`src/rtl/game_flow_controller_pkg.sv`:
```
// Shared definitions for the game flow controller: state encoding, field widths,
// parameter defaults and small saturating helpers.
package game_flow_controller_pkg;

    localparam int STATE_W = 3;
    localparam int LIVES_W = 3;
    localparam int LEVEL_W = 4;
    localparam int PAUSE_W = 8;

    localparam int LIVES_INIT_DEFAULT    = 3;
    localparam int LOST_PAUSE_DEFAULT    = 60;
    localparam int CLEAR_PAUSE_DEFAULT   = 120;
    localparam int UPDATE_CYCLES_DEFAULT = 3;
    localparam int OVERRUN_W_DEFAULT     = 8;

    typedef enum logic [STATE_W-1:0] {
        ST_ATTRACT = 3'd0,
        ST_PLAY    = 3'd1,
        ST_LOST    = 3'd2,
        ST_CLEARED = 3'd3,
        ST_OVER    = 3'd4
    } gameState_t;

    localparam logic [LEVEL_W-1:0] LEVEL_MAX = 4'd15;

    function automatic logic [LEVEL_W-1:0] levelSatInc(input logic [LEVEL_W-1:0] lvl);
        logic [LEVEL_W-1:0] res;
        if (lvl == LEVEL_MAX) begin
            res = lvl;
        end else begin
            res = lvl + 4'd1;
        end
        return res;
    endfunction

    // A loss on the last life empties the counter instead of wrapping.
    function automatic logic [LIVES_W-1:0] livesAfterLoss(input logic [LIVES_W-1:0] lives);
        logic [LIVES_W-1:0] res;
        if (lives <= 3'd1) begin
            res = 3'd0;
        end else begin
            res = lives - 3'd1;
        end
        return res;
    endfunction

endpackage

```
`src/rtl/game_flow_controller_if.sv`:
```
// Bundle of the game flow controller's frame/button/event inputs and its
// status outputs; the controller takes the slave side.
interface game_flow_controller_if #(
    parameter int OVERRUN_W = 8
);
    import game_flow_controller_pkg::*;

    logic                 FRAME_START;
    logic                 BTN_START;
    logic                 BALL_LOST;
    logic                 BRICKS_CLEARED;
    logic                 START_UPDATE;
    logic                 BALL_RESET;
    logic [STATE_W-1:0]   GAME_STATE;
    logic [LIVES_W-1:0]   LIVES;
    logic [LEVEL_W-1:0]   LEVEL;
    logic [OVERRUN_W-1:0] OVERRUN_COUNT;

    modport master (
        output FRAME_START, BTN_START, BALL_LOST, BRICKS_CLEARED,
        input  START_UPDATE, BALL_RESET, GAME_STATE, LIVES, LEVEL, OVERRUN_COUNT
    );

    modport slave (
        input  FRAME_START, BTN_START, BALL_LOST, BRICKS_CLEARED,
        output START_UPDATE, BALL_RESET, GAME_STATE, LIVES, LEVEL, OVERRUN_COUNT
    );

endinterface

```
`src/rtl/game_flow_controller_update_scheduler.sv`:
```
// Turns frame strobes into single-cycle update starts, holding off new starts
// while an update is still running and counting the strobes it had to drop.
module update_scheduler #(
    parameter int UPDATE_CYCLES = 3,
    parameter int OVERRUN_W     = 8
) (
    input  logic                 CLK,
    input  logic                 RESET,
    input  logic                 enable,
    input  logic                 frameStart,
    output logic                 startUpdate,
    output logic [OVERRUN_W-1:0] overrunCount
);

    localparam int BUSY_W = $clog2(UPDATE_CYCLES + 2);
    localparam logic [BUSY_W-1:0] BUSY_LOAD = BUSY_W'(UPDATE_CYCLES + 1);

    logic [BUSY_W-1:0]    busy_r;
    logic                 startUpdate_r;
    logic [OVERRUN_W-1:0] overrunCount_r;
    logic                 issue_s;
    logic                 drop_s;

    // Classify this cycle's strobe as an accepted start or an overrun.
    always_comb begin
        issue_s = enable && frameStart && (busy_r == '0);
        drop_s  = enable && frameStart && (busy_r != '0);
    end

    // Busy countdown keeps running even if the enable drops mid-update.
    always_ff @(posedge CLK or posedge RESET) begin
        if (RESET) begin
            busy_r         <= '0;
            startUpdate_r  <= 1'b0;
            overrunCount_r <= '0;
        end else begin
            startUpdate_r <= issue_s;
            if (issue_s) begin
                busy_r <= BUSY_LOAD;
            end else if (busy_r != '0) begin
                busy_r <= busy_r - BUSY_W'(1);
            end else begin
                busy_r <= busy_r;
            end
            if (drop_s && (overrunCount_r != '1)) begin
                overrunCount_r <= overrunCount_r + OVERRUN_W'(1);
            end else begin
                overrunCount_r <= overrunCount_r;
            end
        end
    end

    assign startUpdate  = startUpdate_r;
    assign overrunCount = overrunCount_r;

endmodule

```
`src/rtl/game_flow_controller.sv`:
```
// Top-level game sequencer: attract/play/lost/cleared/over flow, lives and
// level tracking, pause timing and ball re-serve, with the update scheduler.
module game_flow_controller
    import game_flow_controller_pkg::*;
#(
    parameter int LIVES_INIT         = LIVES_INIT_DEFAULT,
    parameter int LOST_PAUSE_FRAMES  = LOST_PAUSE_DEFAULT,
    parameter int CLEAR_PAUSE_FRAMES = CLEAR_PAUSE_DEFAULT,
    parameter int UPDATE_CYCLES      = UPDATE_CYCLES_DEFAULT,
    parameter int OVERRUN_W          = OVERRUN_W_DEFAULT
) (
    input logic                  CLK,
    input logic                  RESET,
    game_flow_controller_if.slave bus
);

    localparam logic [LIVES_W-1:0] LIVES_LOAD = LIVES_W'(LIVES_INIT);
    localparam logic [PAUSE_W-1:0] LOST_LOAD  = PAUSE_W'(LOST_PAUSE_FRAMES);
    localparam logic [PAUSE_W-1:0] CLEAR_LOAD = PAUSE_W'(CLEAR_PAUSE_FRAMES);

    gameState_t           state_r;
    logic [LIVES_W-1:0]   lives_r;
    logic [LEVEL_W-1:0]   level_r;
    logic [PAUSE_W-1:0]   pause_r;
    logic                 btnPrev_r;
    logic                 ballReset_r;

    logic                 startEdge_s;
    logic                 ballResetNext_s;
    logic                 schedEnable_s;
    logic                 startUpdate_s;
    logic [OVERRUN_W-1:0] overrunCount_s;

    // A re-serve suppresses the scheduler so both pulses never coincide.
    always_comb begin
        startEdge_s     = bus.BTN_START & ~btnPrev_r;
        ballResetNext_s = 1'b0;
        case (state_r)
            ST_ATTRACT:          ballResetNext_s = startEdge_s;
            ST_LOST, ST_CLEARED: ballResetNext_s = (pause_r == 8'd0);
            default:             ballResetNext_s = 1'b0;
        endcase
        schedEnable_s = (state_r == ST_PLAY) && !ballResetNext_s;
    end

    // Game flow FSM with lives, level and pause counter.
    always_ff @(posedge CLK or posedge RESET) begin
        if (RESET) begin
            state_r     <= ST_ATTRACT;
            lives_r     <= 3'd0;
            level_r     <= 4'd0;
            pause_r     <= 8'd0;
            btnPrev_r   <= 1'b0;
            ballReset_r <= 1'b0;
        end else begin
            btnPrev_r   <= bus.BTN_START;
            ballReset_r <= ballResetNext_s;
            case (state_r)
                ST_ATTRACT: begin
                    if (startEdge_s) begin
                        state_r <= ST_PLAY;
                        lives_r <= LIVES_LOAD;
                        level_r <= 4'd0;
                    end
                end
                ST_PLAY: begin
                    // Clearing the level takes priority over a simultaneous loss.
                    if (bus.BRICKS_CLEARED) begin
                        state_r <= ST_CLEARED;
                        pause_r <= CLEAR_LOAD;
                    end else if (bus.BALL_LOST) begin
                        lives_r <= livesAfterLoss(lives_r);
                        if (lives_r <= 3'd1) begin
                            state_r <= ST_OVER;
                        end else begin
                            state_r <= ST_LOST;
                            pause_r <= LOST_LOAD;
                        end
                    end
                end
                ST_LOST, ST_CLEARED: begin
                    if (pause_r == 8'd0) begin
                        state_r <= ST_PLAY;
                        if (state_r == ST_CLEARED) begin
                            level_r <= levelSatInc(level_r);
                        end
                    end else if (bus.FRAME_START) begin
                        pause_r <= pause_r - 8'd1;
                    end
                end
                ST_OVER: begin
                    if (startEdge_s) begin
                        state_r <= ST_ATTRACT;
                    end
                end
                default: begin
                    state_r <= ST_ATTRACT;
                end
            endcase
        end
    end

    update_scheduler #(
        .UPDATE_CYCLES (UPDATE_CYCLES),
        .OVERRUN_W     (OVERRUN_W)
    ) u_scheduler (
        .CLK          (CLK),
        .RESET        (RESET),
        .enable       (schedEnable_s),
        .frameStart   (bus.FRAME_START),
        .startUpdate  (startUpdate_s),
        .overrunCount (overrunCount_s)
    );

    assign bus.START_UPDATE  = startUpdate_s;
    assign bus.BALL_RESET    = ballReset_r;
    assign bus.GAME_STATE    = state_r;
    assign bus.LIVES         = lives_r;
    assign bus.LEVEL         = level_r;
    assign bus.OVERRUN_COUNT = overrunCount_s;

endmodule

```
`src/flat_wrapper.sv`:
```
// flat-port wrapper written by rule: the top's interface ports become plain ports
module game_flow_controller_flat import game_flow_controller_pkg::*;
#(
    parameter int LIVES_INIT         = LIVES_INIT_DEFAULT,
    parameter int LOST_PAUSE_FRAMES  = LOST_PAUSE_DEFAULT,
    parameter int CLEAR_PAUSE_FRAMES = CLEAR_PAUSE_DEFAULT,
    parameter int UPDATE_CYCLES      = UPDATE_CYCLES_DEFAULT,
    parameter int OVERRUN_W          = OVERRUN_W_DEFAULT
)
  (CLK, RESET, bus_FRAME_START, bus_BTN_START, bus_BALL_LOST, bus_BRICKS_CLEARED, bus_START_UPDATE, bus_BALL_RESET, bus_GAME_STATE, bus_LIVES, bus_LEVEL, bus_OVERRUN_COUNT);
  game_flow_controller_if #(.OVERRUN_W(OVERRUN_W)) bus_i ();
  input logic CLK;
  input logic RESET;
  input wire logic [$bits(bus_i.FRAME_START)-1:0] bus_FRAME_START;
  input wire logic [$bits(bus_i.BTN_START)-1:0] bus_BTN_START;
  input wire logic [$bits(bus_i.BALL_LOST)-1:0] bus_BALL_LOST;
  input wire logic [$bits(bus_i.BRICKS_CLEARED)-1:0] bus_BRICKS_CLEARED;
  output wire logic [$bits(bus_i.START_UPDATE)-1:0] bus_START_UPDATE;
  output wire logic [$bits(bus_i.BALL_RESET)-1:0] bus_BALL_RESET;
  output wire logic [$bits(bus_i.GAME_STATE)-1:0] bus_GAME_STATE;
  output wire logic [$bits(bus_i.LIVES)-1:0] bus_LIVES;
  output wire logic [$bits(bus_i.LEVEL)-1:0] bus_LEVEL;
  output wire logic [$bits(bus_i.OVERRUN_COUNT)-1:0] bus_OVERRUN_COUNT;
  assign bus_i.FRAME_START = bus_FRAME_START;
  assign bus_i.BTN_START = bus_BTN_START;
  assign bus_i.BALL_LOST = bus_BALL_LOST;
  assign bus_i.BRICKS_CLEARED = bus_BRICKS_CLEARED;
  assign bus_START_UPDATE = bus_i.START_UPDATE;
  assign bus_BALL_RESET = bus_i.BALL_RESET;
  assign bus_GAME_STATE = bus_i.GAME_STATE;
  assign bus_LIVES = bus_i.LIVES;
  assign bus_LEVEL = bus_i.LEVEL;
  assign bus_OVERRUN_COUNT = bus_i.OVERRUN_COUNT;
  game_flow_controller #(.LIVES_INIT(LIVES_INIT), .LOST_PAUSE_FRAMES(LOST_PAUSE_FRAMES), .CLEAR_PAUSE_FRAMES(CLEAR_PAUSE_FRAMES), .UPDATE_CYCLES(UPDATE_CYCLES), .OVERRUN_W(OVERRUN_W)) u_core (.CLK(CLK), .RESET(RESET), .bus(bus_i));
endmodule
```
`config.mk`:
```
export PLATFORM = sky130hd
export DESIGN_NAME = game_flow_controller_flat
export DESIGN_NICKNAME = d
export VERILOG_FILES = /design/src/rtl/game_flow_controller_pkg.sv /design/src/rtl/game_flow_controller_if.sv /design/src/rtl/game_flow_controller_update_scheduler.sv /design/src/rtl/game_flow_controller.sv /design/src/flat_wrapper.sv
export SDC_FILE = /design/constraint.sdc
export NUM_CORES = 1
export LEC_CHECK = 0
export ABC_AREA = 0
export CELL_PAD_IN_SITES_DETAIL_PLACEMENT = 0
export CELL_PAD_IN_SITES_GLOBAL_PLACEMENT = 1
export CORE_MARGIN = 5
export CORE_UTILIZATION = 33
export DETAILED_ROUTE_END_ITERATION = 7
export DONT_BUFFER_PORTS = 1
export PLACE_DENSITY_LB_ADDON = 0.1
export SLEW_MARGIN = 5
export SYNTH_ARGS = -nofsm -noshare
export SYNTH_HDL_FRONTEND = slang
export SYNTH_HIERARCHICAL = 1
export SYNTH_SLANG_ARGS = --single-unit
```
`constraint.sdc`:
```
create_clock -name CLK -period 2.4 [get_ports CLK]
set_input_delay 0.24 -clock CLK [delete_from_list [all_inputs] [get_ports CLK]]
set_output_delay 0.24 -clock CLK [all_outputs]
set_load 0.005 [all_outputs]
```
* Yosys cells after proc, flatten, opt, wreduce, memory -nomap -nowiden
Cells that the tools add are included.
** Storage, ports and cells
- Flip-flop bits (word level) :: 32
- Bits in latches :: 0
- RAM bits :: 0
- ROM bits :: 0
- Bits of input ports :: 6
- Output and inout bits :: 20
- Memories :: 0
** Operators by class
- $add $sub $neg :: 5
- $mul :: 0
- Div/mod/pow operators :: 0
- Order comparisons :: 1
- Equal/unequal tests :: 17
- Shifts and indexed selects :: 0
- Muxes and demuxes :: 26
- Bitwise gates (word level) :: 2
- Reductions and logical operators :: 19
** Operators by type and width (count)
- $mux W8 :: 5
- $mux W3 :: 12
- $mux W4 :: 4
- $pmux W8 S2 :: 1
- $pmux W3 S4 :: 1
- $ne A2 B2 Y1 const B :: 5
- $reduce_and A5 Y1 :: 2
- $add A8 B1 Y8 const B :: 1
- $logic_not A8 Y1 :: 1
- $ne A2 B1 Y1 const B :: 4
- $ne A8 B8 Y1 const B :: 1
- $pmux W4 S2 :: 1
- $reduce_and A4 Y1 :: 2
- $reduce_bool A2 Y1 :: 4
- $sub A8 B1 Y8 const B :: 1
- $eq A3 B2 Y1 const B :: 2
- $logic_not A3 Y1 :: 2
- $ne A3 B3 Y1 const B :: 2
- $pmux W3 S2 :: 1
- $sub A3 B1 Y3 const B :: 2
- $logic_and A1 B1 Y1 :: 5
- $add A4 B1 Y4 const B :: 1
- $eq A4 B4 Y1 const B :: 1
- $eq A3 B1 Y1 const B :: 1
- other kinds (8) :: 8

* Logic depth before layout (Yosys ltp)
Gate-level depths: netlist of the first run.
- Word-level depth :: 8
- Gate-level depth with buffers :: 8

* Modules after synthesis
Netlist of the first run, hierarchy kept.
** Modules (own cells, without submodules)
- game_flow_controller :: times used 1, cells an instance 128, area each 1217.4 um2, sequential area each 500.5 um2
- update_scheduler :: times used 1, cells an instance 56, area each 619.3 um2, sequential area each 300.3 um2

* Worst setup path after synthesis of the first run
Ideal clock, no wire load.
- Path type :: flip-flop to flip-flop
- Start :: register u_core.state_r[2], in the netlist u_core/bus.GAME_STATE[2]
- End :: register u_core.u_scheduler.overrunCount_r[7], in the netlist u_core/u_scheduler/overrunCount[7]
- Data arrival time :: 1.833 ns
- Path slack :: 0.442 ns
- Stages on the path, launching flop included :: 9
- Clock period less this slack :: 1.958 ns
- Path through :: dfrtp_1 > buf_4 > nor2_1 > and2_2 > clkbuf_1 > nand2_1 > nor3_4 > nand3_2 > mux2_4
** Between the ends
- Cells in the longest elaborated chain, start to end :: 8
- Elaborated cells on any way between the ends :: 11
** Ends and longest elaborated chain
- from (decl) :: line game_flow_controller.sv:21 : gameState_t state_r;
- from (signal assigned) :: line game_flow_controller.sv:49 : state_r <= ST_ATTRACT;
- from (signal assigned) :: line game_flow_controller.sv:61 : state_r <= ST_PLAY;
- from (signal assigned) :: line game_flow_controller.sv:69 : state_r <= ST_CLEARED;
- $eq A3 B2 Y1 :: line game_flow_controller.sv:38 : case (state_r)
- $reduce_or A2 Y1 :: line game_flow_controller.sv:38
- $pmux W1 S2 :: line game_flow_controller.sv:38
- $logic_not A1 Y1 :: line game_flow_controller.sv:43 : schedEnable_s = (state_r == ST_PLAY) && !ballResetNext_s;
- $logic_and A1 B1 Y1 * :: line game_flow_controller.sv:43
- named net u_core.schedEnable_s :: line game_flow_controller.sv:30 : logic schedEnable_s;
- $logic_and A1 B1 Y1 * (2 in a row) :: line game_flow_controller_update_scheduler.sv:27 : drop_s = enable && frameStart && (busy_r != '0);
- $logic_and A1 B1 Y1 * :: line game_flow_controller_update_scheduler.sv:45 : if (drop_s && (overrunCount_r != '1)) begin
- to (signal assigned) :: line game_flow_controller_update_scheduler.sv:46 : overrunCount_r <= overrunCount_r + OVERRUN_W'(1);
- to (signal assigned) :: line game_flow_controller_update_scheduler.sv:48 : overrunCount_r <= overrunCount_r;
- to (decl) :: line game_flow_controller_update_scheduler.sv:20 : logic [OVERRUN_W-1:0] overrunCount_r;
The timed path passes the listed nets; every way through them passes the cells marked *.
A chain may end at the register's enable or synchronous reset.

* Worst setup path after layout of the first run
- Start :: register u_core.state_r[1], in the netlist u_core/bus.GAME_STATE[1]
- End :: register u_core.u_scheduler.overrunCount_r[7], in the netlist u_core/u_scheduler/overrunCount[7]
** Between the ends
- Cells in the longest elaborated chain, start to end :: 8
- Elaborated cells on any way between the ends :: 11
** Ends and longest elaborated chain (line)
- $eq A3 B2 Y1 :: game_flow_controller.sv:38
- $reduce_or A2 Y1 :: game_flow_controller.sv:38
- $pmux W1 S2 :: game_flow_controller.sv:38
- $logic_not A1 Y1 :: game_flow_controller.sv:43
- $logic_and A1 B1 Y1 * :: game_flow_controller.sv:43
- $logic_and A1 B1 Y1 * (2 in a row) :: game_flow_controller_update_scheduler.sv:27
- $logic_and A1 B1 Y1 * :: game_flow_controller_update_scheduler.sv:45
Every way passes the cells marked *; elsewhere a longest branch is shown, timed or not.

==> flow_summary.yaml, run 1 <==
final_layout:
  area_growth_pct: 13.21
  multi_input_area_um2: 963.4
  final_common_cell: "dfrtp_1"
  final_cell_mix: "32 x dfrtp_1, 20 x nor2_1, 14 x inv_1"
  drive_above_1_share: 0.1582
  nets: 209
  fillerInstances: 567
  seqCellArea_um2: 800.8
  finalInstanceArea_um2: 2079
  antenna-diode-count: 0
global_routing:
  grt_pass1_vias: 1469
  grtUsageTotal: 0.1209
  grt_start_max_net_pins: 21
  antenna_found_initial: 0
  grt-ovfl-total: 0
  grt_pass1_wl_mm: 6.982
die:
  rows: 27
  die-area_um2: 7158
  start_util: 0.3356
  fp.dieH_um: 84.61
  coreArea_um2: 5473
  die_w_um: 84.61
  pin_count: 26
setup_path:
  critical_path_required_ps: 2570
  start_kind: "register"
  crit_fanout: 9
  critPathCaptureType: "register"
  path_class: "reg2reg"
  critical_path_arrival_ps: 2180
placed_design:
  place_hpwl_mm: 3.076
  io_buffers: 0
  routabilityCongestion: 0.8537
  dpl_cell_area_um2: 1952
routing:
  post_drt_via_cell_ratio: 5.306
  antenna_left: 0
  drt_iter0_drc: 54
  drt_wl_total_mm: 4.111
  dr_total_vias: 1422
  drt_pass1_iterations: 4
  drcViolationCount: 0
  wl_per_cell_um: 15.34
pwr:
  combPwrFrac: 0.365
  clockPowerShare: 0.222
  seq_power_share: 0.413
  power.density_nw_per_um2: 1090
  leakage_nw: 0.9117
  irDropWorstVdd_mv: 0.4360
  swShare: 0.3824
  p_sw_mw: 0.8673
  internal-power_mw: 1.400
sta:
  finalSetupTns_ps: 0
  period_minus_slack_ps: 2018
  relSlewSlack: 0.4546
  setup_viol: 0
  tightest_slew_ps: 817.3
  rsz0062_at_grt: "false"
  period_share: 0.8406
  max_freq_mhz: 495.7
  finalMaxSlewViolations: 0
  clock_skew_ps: 6.740
  hold_viol_final: 0
logic_synthesis:
  yosys-top-cells-area: "dfrtp_1 44%, ha_1 5.4%, nor2_1 4.1%, nand3_1 3.0%, inv_1 2.9%"
  yosysSeqAreaShare: 0.4360
  syn_nets: 198
  yosysWarnings: 6
  yosys.area.top_type: "dfrtp_1"
  syn_area_per_cell_um2: 9.982
  synth_area_um2: 1837
  synth_edf_count: 0
  synthArstFlopShare: 1.000
  synthFlopType: "dfrtp_1"
  synth_cell_type_count: 47
  syn_inst: 184
  yosysTopAreaCellShare: 0.4360
  synth-seq-cells: 32
cts:
  h-tree-depth: 2
  cts_resized: 0
  numCtsBuffers: 5
  clk_latency_ps: 280
  hold_buffers: 2
  cts_tree: "yes"
  clk_pin_slew_ps: 70
  post_cts_buffers: 0
  cts_root_buf: "clkbuf_8"
  clockBufferDepth: 2
  clock_sinks: 32
status:
  status: "finished, final reports clean"
job:
  drv_cap: 0
hold_path:
  hold_class: "in2async"
## flip-flops by register name, indices dropped and copies added (netlist names)
signal	flops
u_core/u_scheduler/overrunCount	8
u_core/btnPrev_r	1
u_core/bus.GAME_STATE	3
u_core/bus.BALL_RESET	1
u_core/bus.LIVES	3
u_core/bus.LEVEL	4
u_core/pause_r	8
u_core/u_scheduler/startUpdate	1
u_core/u_scheduler/busy_r	3
## layout make-up
| class | instances | share of cell area |
|---|---|---|
| Clock buffer | 6 | 0.03490 |
| Clock inverter | 2 | 0.01685 |
| Inverter | 14 | 0.02527 |
| Multi-Input combinational cell | 134 | 0.4633 |
| Sequential cell | 32 | 0.3851 |
| Tap cell | 72 | 0.04332 |
| Timing Repair Buffer | 8 | 0.03129 |
## metrics by stage
step / power [mW] / util / setup slack (ps) / hold WS [ps] / instances
2_1_floorplan: 1.538 / - / 441.8 / 104.7 / 184
3_3_place_gp: 1.746 / 0.3567 / 423.6 / 165.2 / 258
3_5_place_dp: 1.779 / 0.3567 / 388.0 / 178.7 / 258
4_1_cts: 2.311 / 0.3800 / 364.0 / 46.76 / 268
5_1_grt: 2.466 / 0.3800 / 194.6 / 86.11 / 268
6_report: 2.268 / 0.3800 / 382.5 / 7.069 / 268
## final timing paths
kind / from / endpoint / slack (ps) / cells past startpoint
worst max-delay path: u_core/bus.GAME_STATE[1] / u_core/u_scheduler/overrunCount[7] / 380 / 6
min in group CLK: bus_FRAME_START / u_core/u_scheduler/startUpdate / 120 / 1
worst min register to register: u_core/u_scheduler/busy_r[0] / u_core/u_scheduler/busy_r[0] / 510 / 1
max in group asynchronous: RESET / u_core/u_scheduler/busy_r[2] / 1620 / 2
worst max register to register: u_core/bus.GAME_STATE[1] / u_core/u_scheduler/overrunCount[7] / 380 / 6
worst min-delay path: RESET / u_core/pause_r[6] / 7 / 1
## metal layers
metal,track usage,part of all wire,vias up
li1,-,-,689
met1,0.1452,0.44,684
met2,0.1943,0.46,42
met3,0.05496,0.086,7
met4,0.03597,0.011,0
met5,0,0,-
## cells by family after synthesis
| logic type | count (synthesis) | share of synthesized area |
|---|---|---|
| fa+ha+maj | 8 | 0.05450 |
| xor+xnor | 2 | 0.009539 |
| compound gates | 35 | 0.1349 |
| flops | 32 | 0.4360 |
| buf+inv | 18 | 0.03951 |
| mux | 11 | 0.06880 |
| simple gates | 78 | 0.2568 |
## worst max-delay path, cell delays in order, from the launching register on
cell,delay (ps)
dfrtp_1,490
nor2_1,260
and2_2,270
nand2_1,180
nor3_4,290
nand3_2,110
mux2_4,300
## cells in the mapped netlist (2+ instances only)
cell	n
mux2_1	2
nand3_2	2
nand2_1	10
mux2i_1	4
and3_1	3
nor2_1	20
a32oi_1	2
nor3_4	2
mux2_4	2
o22ai_1	2
nor3_1	5
inv_1	14
o31ai_1	3
nand3_1	11
o21a_1	3
mux2_2	3
nand2b_1	3
ha_1	8
a22o_1	5
nor3b_1	3
xnor2_1	2
nand4_1	5
a21oi_1	6
nor2b_1	3
o41ai_1	2
clkbuf_1	2
dfrtp_1	32
a31oi_1	2
o21ai_0	5
## power groups by stage
stage | combinational (mW) | clock (mW) | sequential, mW
4_1_cts | 0.836 | 0.533 | 0.941
5_1_grt | 0.946 | 0.548 | 0.972
2_1_floorplan | 0.649 | 0 | 0.890
3_5_place_dp | 0.833 | 0 | 0.945
6_report | 0.827 | 0.504 | 0.937
3_3_place_gp | 0.800 | 0 | 0.947
Power figures use the tool's default switching activity.
==> inputs of run 2 (changes only) <==
==> constraint.sdc (replaced) <==
create_clock -name CLK -period 2.1 [get_ports CLK]
set_input_delay 0.21 -clock CLK [delete_from_list [all_inputs] [get_ports CLK]]
set_output_delay 0.21 -clock CLK [all_outputs]
set_load 0.005 [all_outputs]
==> flow_summary.yaml, run 2 (synthesis gave the netlist of run 1 again) <==
pwr:
  leakage_nw: 0.9154
  irDropWorstVdd_mv: 0.3586
  power.density_nw_per_um2: 1257
global_routing:
  grt-ovfl-total: 0
  grt_pass1_vias: 1384
  antenna_found_initial: 0
  grt_start_max_net_pins: 21
  grtUsageTotal: 0.1207
  grt_pass1_wl_mm: 6.858
cts:
  clk_pin_slew_ps: 70
  post_cts_buffers: 0
  h-tree-depth: 2
  numCtsBuffers: 5
  cts_tree: "yes"
  clock_sinks: 32
  clk_latency_ps: 280
  cts_root_buf: "clkbuf_8"
  clockBufferDepth: 2
final_layout:
  drive_above_1_share: 0.1726
  multi_input_area_um2: 967.2
  fillerInstances: 562
  seqCellArea_um2: 800.8
  final_util: 0.3827
  final_common_cell: "dfrtp_1"
  final_cell_mix: "32 x dfrtp_1, 20 x nor2_1, 14 x inv_1"
  final_cells: 269
  antenna-diode-count: 0
  nets: 210
  area_growth_pct: 14.03
hold_path:
  hold_class: "in2async"
placed_design:
  routabilityCongestion: 0.7716
  place_hpwl_mm: 3.068
  dp_worst_setup_slack_ps: 52.48
  place_inst: 259
  io_buffers: 0
sta:
  whs_ps: -17.72
  period_minus_slack_ps: 2022
  clock_skew_ps: 5.297
  layout_setup_ws_ps: 77.68
  tightest_slew_ps: 845.4
  period_share: 0.9630
  rsz0062_at_grt: "false"
  finalSetupTns_ps: 0
  max_freq_mhz: 494.5
  hold_viol_final: 20
  relSlewSlack: 0.4358
  setup_viol: 0
  finalMaxSlewViolations: 0
die:
  die-area_um2: 7158
  pin_count: 26
  fp.dieH_um: 84.61
  rows: 27
  die_w_um: 84.61
  coreArea_um2: 5473
  start_util: 0.3356
routing:
  antenna_left: 0
  drt_iter0_drc: 65
  post_drt_via_cell_ratio: 5.249
  drt_wl_total_mm: 4.150
  drt_pass1_iterations: 4
  drcViolationCount: 0
  wl_per_cell_um: 15.43
  dr_total_vias: 1412
status:
  status: "complete, but fails checks"
  violations: "negative hold slack"
setup_path:
  max_stage_delay_ps: 390
  critical_path_required_ps: 2270
  crit_chain: "inv_1 -> ha_1 -> nor4b_2 -> a21oi_2 -> nor3_1 -> mux2_2"
  critical_path_arrival_ps: 2190
  critPathCaptureType: "register"
  crit_fanout: 7
  start_kind: "register"
  worstReg2RegStart: "u_core/pause_r[0]"
  r2r_cells: 6
  crit_slowest_cell: "nor4b_2"
  reg2reg_slack_ps: 80
  path_class: "reg2reg"
  reg2reg_to: "u_core/bus.GAME_STATE[0]"
job:
  drv_cap: 0
run 2: cell types whose count changed in the layout (fill, tap and decap cells not counted):
cell	change
buf_4	+1
a21oi_2	+1
clkinvlp_4	+1
clkbuf_1	-1
a21oi_1	-1
run 2: final cells by class:
class | instances | area share
timing repair buffer | 9 | 0.03465
inverter | 14 | 0.02509
tap | 72 | 0.04301
multi-input combinational | 134 | 0.4618
clock buffer | 5 | 0.03286
sequential | 32 | 0.3823
clock inverter | 3 | 0.02031
run 2: layer usage:
metal | part of all wire | track usage | vias to the layer above
li1 | - | - | 687
met1 | 0.45 | 0.1499 | 685
met2 | 0.46 | 0.1872 | 35
met3 | 0.078 | 0.05397 | 5
met4 | 0.013 | 0.03885 | 0
met5 | 0 | 0 | -
run 2: through the flow:
| step | power [mW] | instance area, um^2 |
|---|---|---|
| after floorplan | 1.758 | 1837 |
| after global placement | 2.006 | 1959 |
| after detailed placement | 2.048 | 1959 |
| after CTS | 2.664 | 2091 |
| after global routing | 2.838 | 2095 |
| final | 2.632 | 2095 |
run 2: worst max path at each step:
| stage | from | to | slack (ps) |
|---|---|---|---|
| global placement | u_core/pause_r[0] | u_core/bus.GAME_STATE[0] | 130 |
| global route | u_core/pause_r[0] | u_core/bus.GAME_STATE[0] | 10 |
| finish | u_core/pause_r[0] | u_core/bus.GAME_STATE[0] | 80 |
| CTS | u_core/pause_r[0] | u_core/bus.GAME_STATE[0] | 40 |
| floorplan | u_core/bus.GAME_STATE[2] | u_core/u_scheduler/overrunCount[7] | 140 |
| detailed placement | u_core/pause_r[0] | u_core/bus.GAME_STATE[0] | 50 |
run 2: power breakdown:
group / leakage, nW / switching [mW] / internal [mW] / total, mW
logic: 0.476 / 0.519 / 0.445 / 0.965
registers: 0.385 / 0.258 / 0.813 / 1.07
clock network: 0.0541 / 0.245 / 0.351 / 0.596
run 2: critical path: cells and delay by family (launching register included):
family | cells | cell delay (ps)
compound gates | 1 | 200
fa+ha+maj | 1 | 160
buf+inv | 1 | 120
flops | 1 | 380
mux | 1 | 370
simple gates | 2 | 690
run 2: repair_timing:
action,4_1_cts,5_1_grt
endpoints found under the hold margin,13,0
hold buffers,2,0
gates resized for setup,0,1
endpoints found under the setup margin,0,2
